<file path="config.mk">
export PLATFORM = sky130hd
export DESIGN_NAME = cla_seq32
export DESIGN_NICKNAME = d
export VERILOG_FILES = /design/src/rtl/cla_seq32.sv
export SDC_FILE = /design/constraint.sdc
export NUM_CORES = 1
export LEC_CHECK = 0
export ABC_AREA = 1
export BUFFER_PORTS_ARGS = -buffer_cell sky130_fd_sc_hd__buf_2
export CAP_MARGIN = 10
export CORE_ASPECT_RATIO = 1.4
export CORE_MARGIN = 4
export CORE_UTILIZATION = 55
export CTS_CLUSTER_SIZE = 28
export DETAILED_ROUTE_END_ITERATION = 12
export MAX_ROUTING_LAYER = met4
export PLACE_DENSITY = 0.75
export SLEW_MARGIN = 15
export SYNTH_ARGS = -nofsm -noshare
export SYNTH_HDL_FRONTEND = slang
export SYNTH_HIERARCHICAL = 1
export SYNTH_SLANG_ARGS = --single-unit
</file>
<file path="constraint.sdc">
create_clock -name clk -period 2.7 [get_ports clk]
set_input_delay 0.405 -clock clk [delete_from_list [all_inputs] [get_ports clk]]
set_output_delay 0.405 -clock clk [all_outputs]
set_load 0.02 [all_outputs]
</file>
<file path="src/rtl/cla_seq32.sv">
// Byte-serial adder built around a single 8-bit carry-lookahead adder (cla8).
// One operand byte is added per cycle, LSB first; the carry is kept in a
// register between bytes. Optional feature macro: CLA_SEQ_SUB_EN adds a
// 'sub' port that turns the operation into a - b.

module cla8 (
  input  logic [7:0] a,
  input  logic [7:0] b,
  input  logic       ci,
  output logic [8:0] s,
  output logic       c7
);

  logic [7:0] g;
  logic [7:0] p;
  logic [8:0] c;
  logic       gg;
  logic       pp;

  // Each carry is a flattened group generate/propagate over bits [i:0], not a ripple chain.
  always_comb begin
    g    = a & b;
    p    = a ^ b;
    c    = '0;
    gg   = 1'b0;
    pp   = 1'b0;
    c[0] = ci;
    for (int i = 0; i < 8; i++) begin
      gg = g[i];
      pp = p[i];
      for (int j = i - 1; j >= 0; j--) begin
        gg = gg | (pp & g[j]);
        pp = pp & p[j];
      end
      c[i+1] = gg | (pp & ci);
    end
    s  = {c[8], p ^ c[7:0]};
    c7 = c[7];
  end

endmodule

module cla_seq32 #(
  parameter int unsigned NBYTES = 4
) (
  input  logic                  clk,
  input  logic                  rst,
  input  logic                  start,
  input  logic [8*NBYTES-1:0]   a,
  input  logic [8*NBYTES-1:0]   b,
  input  logic                  cin,
`ifdef CLA_SEQ_SUB_EN
  input  logic                  sub,
`endif
  output logic                  busy,
  output logic                  done,
  output logic [8*NBYTES-1:0]   sum,
  output logic                  cout,
  output logic                  ovf
);

  localparam int unsigned W  = 8 * NBYTES;
  localparam int unsigned IW = (NBYTES > 1) ? $clog2(NBYTES) : 1;

  typedef enum logic [1:0] {StIdle, StRun, StDone} state_e;

  state_e          state_q, state_d;
  logic [W-1:0]    a_r, b_r;
  logic [W-1:0]    acc_q, acc_d;
  logic [W-1:0]    sum_q;
  logic            carry_q;
  logic            cout_q, ovf_q;
  logic [IW-1:0]   idx_q;
  logic [W-1:0]    b_in;
  logic            c_in;
  logic            accept;
  logic            last;
  logic [7:0]      op_a, op_b;
  logic [8:0]      add_s;
  logic            add_c7;

  cla8 u_cla8 (
    .a  (op_a),
    .b  (op_b),
    .ci (carry_q),
    .s  (add_s),
    .c7 (add_c7)
  );

  // Acceptance, operand conditioning and byte selection for the shared adder.
  always_comb begin
    accept = start && (state_q != StRun);
    last   = (idx_q == IW'(NBYTES - 1));
    b_in   = b;
    c_in   = cin;
`ifdef CLA_SEQ_SUB_EN
    // a - b == a + ~b + 1
    if (sub) begin
      b_in = ~b;
      c_in = 1'b1;
    end
`endif
    op_a  = a_r[8*idx_q +: 8];
    op_b  = b_r[8*idx_q +: 8];
    acc_d = acc_q;
    acc_d[8*idx_q +: 8] = add_s[7:0];
  end

  // FSM next state.
  always_comb begin
    state_d = state_q;
    unique case (state_q)
      StIdle:  if (start) state_d = StRun;
      StRun:   if (last) state_d = StDone;
      StDone:  state_d = start ? StRun : StIdle;
      default: state_d = StIdle;
    endcase
  end

  // FSM state register.
  always_ff @(posedge clk) begin
    if (rst) state_q <= StIdle;
    else     state_q <= state_d;
  end

  // Operand latch, per-byte accumulation and result registers.
  always_ff @(posedge clk) begin
    if (rst) begin
      a_r     <= '0;
      b_r     <= '0;
      acc_q   <= '0;
      carry_q <= 1'b0;
      idx_q   <= '0;
      sum_q   <= '0;
      cout_q  <= 1'b0;
      ovf_q   <= 1'b0;
    end else if (accept) begin
      a_r     <= a;
      b_r     <= b_in;
      carry_q <= c_in;
      idx_q   <= '0;
    end else if (state_q == StRun) begin
      acc_q   <= acc_d;
      carry_q <= add_s[8];
      if (last) begin
        idx_q  <= '0;
        sum_q  <= acc_d;
        cout_q <= add_s[8];
        ovf_q  <= add_c7 ^ add_s[8];
      end else begin
        idx_q  <= idx_q + IW'(1);
      end
    end
  end

  assign busy = (state_q == StRun);
  assign done = (state_q == StDone);
  assign sum  = sum_q;
  assign cout = cout_q;
  assign ovf  = ovf_q;

endmodule
</file>
==> results of run 1 <==
layout by cell type (no fill, tap or decap), types with 11 or more instances in the layout:
master     instances
o21ai_1           24
o22ai_1           14
o21ai_0           75
clkbuf_16         18
a21oi_1           37
buf_2            103
nor2_1           244
nand3_1           81
nand2_1          152
nand4_1           11
buf_4             12
dfxtp_1          134
ha_1              11
inv_1            124
worst register-to-register path, cell delays in order (launching register included):
cell     delay [ps]
dfxtp_2         340
buf_12          160
o21ai_0         360
o22ai_2         150
ha_4            350
nand3_1         120
nor3_1          220
nor2_1           80
nand3_1          80
nand2_1          60
nand2_1          90
nand2_1          80
nor2_1          170
nand2_1         100
nand3_1          80
nand2_1          80
inv_1            60
power by group:
| group | total [mW] | switching (mW) | internal [mW] |
|---|---|---|---|
| combinational | 0.830 | 0.522 | 0.308 |
| clock | 2.32 | 0.832 | 1.49 |
| sequential | 2.19 | 0.0697 | 2.12 |
sequential cells by signal (all words and copies together), names as in the netlist:
name     cells
sum         32
state_q      2
acc_q       32
idx_q        2
ovf          1
carry_q      1
a_r         32
cout         1
b_r         32
final cells by class:
type | instances | area, um^2 | share of cell area
sequential | 135 | 2704 | 0.3459
clock inverter | 8 | 123.9 | 0.01585
inverter | 132 | 496.7 | 0.06355
timing repair buffer | 118 | 670.6 | 0.08580
clock buffer | 22 | 464.2 | 0.05939
tap | 147 | 183.9 | 0.02353
multi-input combinational | 679 | 3173 | 0.4060
routing by layer:
| metal | GRT usage | vias up |
|---|---|---|
| li1 | - | 3303 |
| met1 | 0.2858 | 2806 |
| met2 | 0.4023 | 164 |
| met3 | 0.03931 | 38 |
| met4 | 0.08894 | 0 |
| met5 | - | - |
logic make-up after synthesis:
| logic type | synth area share |
|---|---|
| AO/OA/AOI/OAI | 0.1223 |
| XOR/XNOR | 0.006586 |
| adder cells (fa/ha/maj) | 0.03124 |
| buffers and inverters | 0.1250 |
| flip-flops | 0.4065 |
| AND/OR/NAND/NOR | 0.3084 |
path summary, 6_finish.rpt:
kind	end	cells after the start	slack, ps	startpoint
worst max-delay path	sum[30]	16	80	idx_q[0]
worst min-delay path	b_r[15]	3	220	b[15]
worst max register to register	sum[30]	16	80	idx_q[0]
worst min register to register	ovf	2	460	ovf
timing repair:
action | 4_1_cts | 5_1_grt
setup endpoints to repair | 0 | 42
gates resized for setup | 0 | 15
buffers inserted | 0 | 1
==> metrics.md, run 1 <==
| Metric | Value |
|---|---|
| Post-route ant nets | 0 |
| Peak VDD IR | 0.4103 mV |
| Via Count | 6,311 |
| Most frequent cells after synthesis | nor2_1 (245), nand2_1 (153), dfxtp_1 (135), inv_1 (125), nand3_1 (81) |
| Num rows | 47 |
| WS Path Type | flop to flop |
| WP buf/inv | 2 |
| Asr flop ratio synth | 0 |
| Die Wd | 100.9 um |
| Vias in the first global route | 5,684 |
| Synth unique cells | 30 |
| Worst hold slack | 215.6 ps |
| Final max-slew violation count | 0 |
| Critical path's top delay family | simple AND/OR/NAND/NOR gates |
| DRC Markers | 0 |
| Post-synth EDFFs | 0 |
| Num CTS Buffers | 17 |
| Count of non-filler cells in the finished layout | 1,241 |
| Worst path required time | 3070 ps |
| Tcrit/Tclk final | 0.9685 |
| Total power | 5.341 mW |
| Sequential-to-total area share from yosys stat | 0.4065 |
| Critical Path Most Common Cell | nand2_1 |
| Max layer used | met4 |
| Share of cells above drive strength 1 | 0.1581 |
| Worst-Margin Slew | 708.0 ps |
| RSZ-0062 raised after global routing | true |
| Worst-Skew Late Latency | 430 ps |
| Syn_area_per_cell | 6.642 um^2 |
| Setup violators final | 0 |
| Global-route wire length before repair | 26.58 mm |
| Yosys warns | 6 |
| Initial antenna violation count | 0 |
| Crit path cell chain | buf_12 > o21ai_0 > o22ai_2 > ha_4 > nand3_1 > nor3_1 > nor2_1 > nand3_1 > nand2_1 > nand2_1 > nand2_1 > nor2_1 > nand2_1 > nand3_1 > nand2_1 > inv_1 |
| Arr. time, crit path | 2990 ps |
| Met3 Routed Length | 743 um |
| NumNets Final | 1,167 |
| Mapped Area | 6649 um^2 |
| Area grow syn2layout | 17.56% |
| IO Port Bufs | 103 |
| CTS tree | yes |
| Io pins | 104 |
| GP Congestion | 0.9195 |
| N_diodes | 0 |
| Clock Tree Buf Depth | 2 |
| Largest cells by area after synthesis | dfxtp_1 (41%), nor2_1 (14%), nand2_1 (8.6%), inv_1 (7.1%), nand3_1 (6.1%) |
| Final core occ | 0.6613 |
| Post-DP HPWL | 10.97 mm |
| Slowest stage delay, CP | 360 ps |
| Slowest cell on crit path | o21ai_0 |
| Final Skew | 11.35 ps |
| Worst-path clk slew | 60 ps |
| Avg WL per Cell | 13.04 um |
| Top_reg_cell synth | dfxtp_1 |
| Place WS | 59.64 ps |
| Met1 Wirelength | 6.575 mm |
| Most common cell in the netlist | nor2_1 |
| Placed insts | 1,209 |
| Initial Util | 0.5625 |
| CP Max Fanout | 32 |
| Post-synth top area cell | dfxtp_1 |
| Relative slew slack | 0.5280 |
| Vias per cell | 5.085 |
| Placed Area | 7139 um^2 |
| Tightest Hold Check Type | input port to flop |
| Iter 0 DRT Violations | 276 |
| GRT Overall Usage | 0.2397 |
| Fin worst setup slack | 84.94 ps |
| CP startpoint kind | flop |
| Fin area | 7816 um^2 |
| Fillers | 1,079 |
| Crit path time final | 2615 ps |
| Max-cap violation count | 0 |
| Yosys top cell area share | 0.4065 |
| Die height | 138.1 um |
| Post-Syn Instances | 1,001 |
| Core Region | 11,820 um^2 |
| Syn nets | 1,085 |
| Htree depth | 4 |
| Hold buffer count at cts | 0 |
| Pwr dens | 683.3 nW/um^2 |
| Count of final hold-check violations | 0 |
| Largest net degree at the start of global routing | 70 |
| Setup TNS | 0 ps |
| CP endpoint kind | flop |
| Clock root cell | clkbuf_16 |
| First-pass DRT Iterations | 5 |
| Die area | 13,940 um^2 |
| Met2 WL | 8.437 mm |
| Clock Sinks | 135 |
| Status | completed |
| LEAKAGE | 3.892 nW |
| Synthesis-stage register bit count | 135 |
| Wirelength, routed | 16.18 mm |
| Total gr overflow | 0 |
| Fmax achieved | 0.3824 GHz |
Power figures use the tool's default switching activity.
==> inputs of run 2 (changes only) <==
CORE_UTILIZATION = 37   (was 55)
PLACE_DENSITY = 0.53   (was 0.75)
==> run 2 against run 1 <==
  * Register-to-register slack better by 120 ps
  * Maximum frequency is 4.7% higher
  * Largest power group is now registers
  * Power is 3.9% lower
  * Count of clock-buffer cells in the layout is 2 lower
  * Sequential share of layout area is 0.64 points lower
  * Cell area is 1.9% higher
  * Die area is 45% higher
==> metrics.md, run 2 (synthesis results as in run 1) <==
| Metric | Value |
|---|---|
| Status | completed |
| Io pins | 104 |
| Placed Area | 7358 um^2 |
| Post-DP HPWL | 12.89 mm |
| Min-delay src | b[3] |
| Total gr overflow | 0 |
| Worst path required time | 3070 ps |
| Relative slew slack | 0.6353 |
| Worst-Margin Slew | 545.0 ps |
| Vias per cell | 4.612 |
| Clock Sinks | 135 |
| Setup TNS | 0 ps |
| Fillers | 1,894 |
| Worst R2R Path Depth | 17 |
| Num rows | 57 |
| Arr. time, crit path | 2870 ps |
| Hold Path Depth | 3 |
| Final Skew | 7.874 ps |
| Wirelength, routed | 17.57 mm |
| Die area | 20,210 um^2 |
| Tightest Hold Check Type | input port to flop |
| Via Count | 6,189 |
| Num CTS Buffers | 17 |
| Fmax achieved | 0.4002 GHz |
| Worst-path clk slew | 60 ps |
| CP startpoint kind | flop |
| First-pass DRT Iterations | 6 |
| NumNets Final | 1,178 |
| CTS tree | yes |
| Initial Util | 0.3805 |
| Largest net degree at the start of global routing | 66 |
| Hold worst-path end | b_r[3] |
| LEAKAGE | 3.922 nW |
| Crit path time final | 2499 ps |
| Avg WL per Cell | 13.09 um |
| Initial antenna violation count | 0 |
| Tcrit/Tclk final | 0.9254 |
| Vias in the first global route | 5,790 |
| Setup violators final | 0 |
| WS Path Type | flop to flop |
| Post-route ant nets | 0 |
| Reg-to-reg endpoint | sum[29] |
| Max-cap violation count | 0 |
| Htree depth | 4 |
| Core Region | 17,470 um^2 |
| Share of cells above drive strength 1 | 0.1718 |
| RR Startpoint | idx_q[0] |
| Flop2flop setup slack | 200 ps |
| Clock root cell | clkbuf_16 |
| Die Wd | 121.3 um |
| Clock Tree Buf Depth | 2 |
| Global-route wire length before repair | 28.63 mm |
| Commonest non-fill, non-tap cell in the layout | nor2_1 |
| Final max-slew violation count | 0 |
| Worst-Skew Late Latency | 420 ps |
| Fin area | 7968 um^2 |
| Iter 0 DRT Violations | 261 |
| IO Port Bufs | 103 |
| Peak VDD IR | 0.4027 mV |
| GRT Overall Usage | 0.1820 |
| N_diodes | 0 |
| Count of final hold-check violations | 0 |
| Hold buffer count at cts | 0 |
| DRC Markers | 0 |
| Die height | 166.6 um |
| GP Congestion | 0.8995 |
| Area grow syn2layout | 19.83% |
| CP endpoint kind | flop |
| Commonest cells after routing, fill and taps aside | nor2_1 (241), nand2_1 (151), dfxtp_1 (133) |
| Pwr dens | 644.4 nW/um^2 |
| CP Max Fanout | 33 |
-- run 2: cell types whose count changed in the layout (fill, tap and decap cells not counted), moves of 2 or more --
| cell | before | now |
|---|---|---|
| nor2_1 | 244 | 241 |
| buf_4 | 12 | 21 |
| o21ai_1 | 24 | 27 |
| bufinv_16 | 3 | 0 |
| clkinvlp_4 | 2 | 4 |
| o21ai_0 | 75 | 72 |
| inv_6 | 0 | 2 |
| buf_12 | 2 | 4 |
| nor2_2 | 5 | 8 |
| clkinv_2 | 3 | 5 |
| clkbuf_1 | 3 | 1 |
-- run 2: per-stage QoR --
| step | cells | setup slack [ps] | hold slack, ps | utilization | total power [mW] |
|---|---|---|---|---|---|
| floorplan | 1001 | 319.3 | 448.9 | - | 2.819 |
| global placement | 1309 | 65.62 | 456.7 | 0.4211 | 3.062 |
| detailed placement | 1309 | 51.90 | 463.9 | 0.4211 | 3.068 |
| CTS | 1340 | 42.04 | 198.9 | 0.4516 | 5.169 |
| global route | 1342 | -10.41 | 225.1 | 0.4560 | 5.417 |
| finish | 1342 | 201.5 | 217.7 | 0.4560 | 5.134 |
-- run 2: report_power, final --
group / switching, mW / internal, mW / leakage [nW]
clock network: 0.870 / 1.21 / 0.254
registers: 0.0751 / 2.12 / 1.11
logic: 0.520 / 0.332 / 2.56
total: 1.47 / 3.67 / 3.92
-- run 2: what timing repair did --
| action | CTS | global route |
|---|---|---|
| setup buffers | 0 | 2 |
| resized for setup | 0 | 22 |
| setup endpoints to repair | 0 | 31 |
-- run 2: layout make-up --
type                       count  area, um^2  share of cell area
sequential                   135        2705              0.3395
clock buffer                  20       456.7             0.05732
clock inverter                11       76.32            0.009579
timing repair buffer         129       768.2             0.09642
tap                          236       295.3             0.03706
inverter                     132       496.7             0.06234
multi-input combinational    679        3169              0.3978
-- run 2: worst max-delay path by stage --
stage | start | cells past startpoint | to | slack (ps)
2_1_floorplan | idx_q[0] | 18 | sum[31] | 320
3_3_place_gp | idx_q[0] | 18 | sum[14] | 70
3_5_place_dp | idx_q[0] | 18 | sum[14] | 50
5_1_grt | idx_q[0] | 17 | sum[14] | -10
4_1_cts | idx_q[0] | 18 | sum[14] | 40
6_report | idx_q[0] | 17 | sum[29] | 200
-- run 2: worst max-delay path, cell delays in order (launching register included) --
cell	delay, ps
dfxtp_2	350
inv_1	70
buf_12	160
o21ai_1	130
o22ai_1	100
buf_4	160
ha_1	310
nand3_1	80
nand3_1	110
nand2_1	70
nand2_1	120
xor2_2	170
nand2_1	110
nor2_1	140
nand2_1	140
nand3_1	110
nand2_1	60
inv_1	40
-- run 2: per-layer routing --
layer,up-vias,track usage,part of all wire
met5,-,-,0
met4,0,0.07606,0.030
met3,36,0.03596,0.030
met2,112,0.3107,0.52
met1,2714,0.2060,0.42
li1,3327,-,-
==> inputs of run 3 (changes only) <==
ABC_AREA = unset   (was 1)
PLACE_DENSITY = 0.54   (was 0.53)
==> run 3 against run 2 <==
  * Cell count fell by 27%
  * Via count fell by 12%
  * The flow now finishes with violations (negative setup slack)
  * Register-to-register slack got worse by 270 ps
  * Global-route usage rose by 1.3 points
  * Critical endpoint is now sum[7]
  * Largest cell class unchanged
  * Sequential share of layout area rose by 1.7 points
  * Sequential cell count did not move
  * Routed wire length fell by 1.5%
  * Power fell by 1.7%
  * Critical path type unchanged
  * Area after synthesis fell by 8.9%
  * Non-clock buffer count rose by 10
  * Setup slack got worse by 270 ps
==> metrics.md, run 3 <==
| Metric | Value |
|---|---|
| Synth unique cells | 47 |
| Crit path time final | 2765 ps |
| Most frequent cells after synthesis | dfxtp_1 (135), a21oi_1 (89), nand3_1 (83), o21ai_0 (67), clkbuf_1 (55) |
| RSZ-0062 raised after global routing | true |
| Clock Tree Buf Depth | 2 |
| Pint | 3.753 mW |
| Fin area | 7596 um^2 |
| Arr. time, crit path | 3040 ps |
| Share of cells above drive strength 1 | 0.2852 |
| Tcrit/Tclk final | 1.024 |
| Top_reg_cell synth | dfxtp_1 |
| GP Congestion | 0.9072 |
| Fin worst setup slack | -65.11 ps |
| Final Skew | 6.502 ps |
| Tightest Hold Check Type | input port to flop |
| Die area | 18,520 um^2 |
| Vias in the first global route | 5,399 |
| Syn nets | 759 |
| Clock share of power | 0.451 |
| Initial Util | 0.3763 |
| IO Port Bufs | 103 |
| Status | complete, but fails checks |
| Fmax achieved | 0.3617 GHz |
| Mapped Area | 6060 um^2 |
| Largest net degree at the start of global routing | 70 |
| Die height | 159.4 um |
| Sequential power share | 0.418 |
| NetSw | 1.294 mW |
| Largest family of logic cells by synthesized area | compound AO/OA/AOI/OAI gates |
| Setup violators final | 5 |
| Total power | 5.047 mW |
| Sequential-to-total area share from yosys stat | 0.4460 |
| Area grow syn2layout | 25.36% |
| Pwr dens | 664.4 nW/um^2 |
| XOR/XNOR Fraction of Synth Area | 0.008672 |
| Post-DP HPWL | 11.85 mm |
| Synth Area in Compound Gates | 0.2358 |
| NumNets Final | 846 |
| Iter 0 DRT Violations | 336 |
| Yosys top cell area share | 0.4460 |
| Failing checks | negative setup slack |
| Commonest non-fill, non-tap cell in the layout | dfxtp_1 |
| Placed Area | 6842 um^2 |
| Slowest cell on crit path | mux4_2 |
| WS Path Type | flop to flop |
| Crit path cell chain | buf_6 > mux4_2 > ha_4 > a211oi_4 > nor3_2 > or2_4 > xor2_1 > buf_4 > a221oi_2 > nor3_1 |
| Post-synth top area cell | dfxtp_1 |
| Worst-Skew Late Latency | 410 ps |
| Synthesis-stage register bit count | 135 |
| Comb pwr share | 0.132 |
| Setup TNS | -170.2 ps |
| Io pins | 104 |
| Syn_area_per_cell | 8.977 um^2 |
| Clock root cell | clkbuf_16 |
| N_diodes | 0 |
| Global-route wire length before repair | 27.83 mm |
| Clock Sinks | 135 |
| Total gr overflow | 0 |
| Most common cell in the netlist | dfxtp_1 |
| Wirelength, routed | 17.31 mm |
| Num CTS Buffers | 17 |
| Avg WL per Cell | 17.77 um |
| Initial antenna violation count | 0 |
| Yosys warns | 6 |
| Multiplexer area fraction after synthesis | 0.06112 |
| Relative slew slack | 0.3627 |
| LEAKAGE | 2.989 nW |
| Synth Area in Adders | 0.03428 |
| Asr flop ratio synth | 0 |
| Core Region | 16,100 um^2 |
| Vias per cell | 5.609 |
| Placed insts | 936 |
| Commonest cells after routing, fill and taps aside | dfxtp_1 (134), buf_2 (102), a21oi_1 (88) |
| First-pass DRT Iterations | 5 |
| Count of final hold-check violations | 0 |
| Largest cells by area after synthesis | dfxtp_1 (45%), a21oi_1 (7.4%), nand3_1 (6.9%), mux4_2 (5.9%), o21ai_0 (5.5%) |
| Max-cap violation count | 0 |
| DRC Markers | 0 |
| Num rows | 55 |
| Count of non-filler cells in the finished layout | 974 |
| WP buf/inv | 2 |
| Worst-Margin Slew | 954.6 ps |
| CP Max Fanout | 8 |
| CTS tree | yes |
| Final max-slew violation count | 0 |
| Worst path required time | 2980 ps |
| Simple-Gate Fraction of Synth Area | 0.1596 |
| Post-synth EDFFs | 0 |
| Via Count | 5,463 |
| Critical path's top delay family | compound AO/OA/AOI/OAI gates |
| Final core occ | 0.4717 |
| CP startpoint kind | flop |
| CP endpoint kind | flop |
| Htree depth | 4 |
| Worst-path clk slew | 60 ps |
| Hold buffer count at cts | 0 |
| Die Wd | 116.2 um |
| Peak VDD IR | 0.3554 mV |
| Post-route ant nets | 0 |
| GRT Overall Usage | 0.1946 |
| Slowest stage delay, CP | 570 ps |
| Post-Syn Instances | 675 |
| Switching share of power | 0.2564 |
## run 3: cell types whose count changed after synthesis, sizes merged, moves of 32 or more
| cell | change |
|---|---|
| inv | -120 |
| nand2 | -153 |
| clkbuf | +48 |
| nor2 | -199 |
| buf | -32 |
| a21oi | +52 |
## run 3: final cells by class
class                      instances  area, um^2
fill                            1582        8507
timing repair buffer             139       832.0
tap                              199       249.0
sequential                       135        2706
inverter                          11       41.29
clock inverter                     8       96.34
multi-input combinational        458        3189
clock buffer                      24       481.7
## run 3: per-layer routing
metal | GRT usage | wire [um] | up-vias
li1 | - | - | 2656
met1 | 0.2438 | 7516 | 2618
met2 | 0.3009 | 8382 | 150
met3 | 0.04259 | 727 | 39
met4 | 0.08232 | 680 | 0
met5 | - | 0 | -
## run 3: per-stage QoR
stage               hold slack, ps  setup WS [ps]
detailed placement           450.4         -65.18
floorplan                    434.7          17.82
finish                       234.3         -65.11
global route                 234.3         -162.0
global placement             451.9          4.562
CTS                          218.7         -18.02
## run 3: kinds of logic after synthesis
logic type / count (synthesis)
multiplexers: 17
buffers and inverters: 82
adder cells (fa/ha/maj): 16
AO/OA/AOI/OAI: 233
flip-flops: 135
AND/OR/NAND/NOR: 186
XOR/XNOR: 6
## run 3: power by group through the flow
stage               sequential (mW)  combinational, mW  clock (mW)
floorplan                      2.13              0.416           0
global placement               2.15              0.604           0
detailed placement             2.15              0.620           0
CTS                            2.11              0.628        2.31
global route                   2.11              0.730        2.40
finish                         2.11              0.665        2.27
## run 3: worst register-to-register path: stages (launching register included)
cell and delay (ps):
dfxtp_4 390, buf_6 110, mux4_2 570, ha_4 280, a211oi_4 330, nor3_2 70, or2_4 240, xor2_1 140
buf_4 170, a221oi_2 250, nor3_1 70
## run 3: final timing paths
kind                     to  slack (ps)  depth (start not counted)       from
setup reg to reg     sum[7]         -70                         10   idx_q[0]
hold / removal      a_r[25]         230                          3      a[25]
setup / recovery     sum[7]         -70                         10   idx_q[0]
hold reg to reg   acc_q[20]         470                          1  acc_q[20]
## run 3: repair_timing
item | 4_1_cts | 5_1_grt
endpoints found under the setup margin | 12 | 30
gates resized for setup | 5 | 24
buffers inserted | 0 | 6
pin swaps | 0 | 18
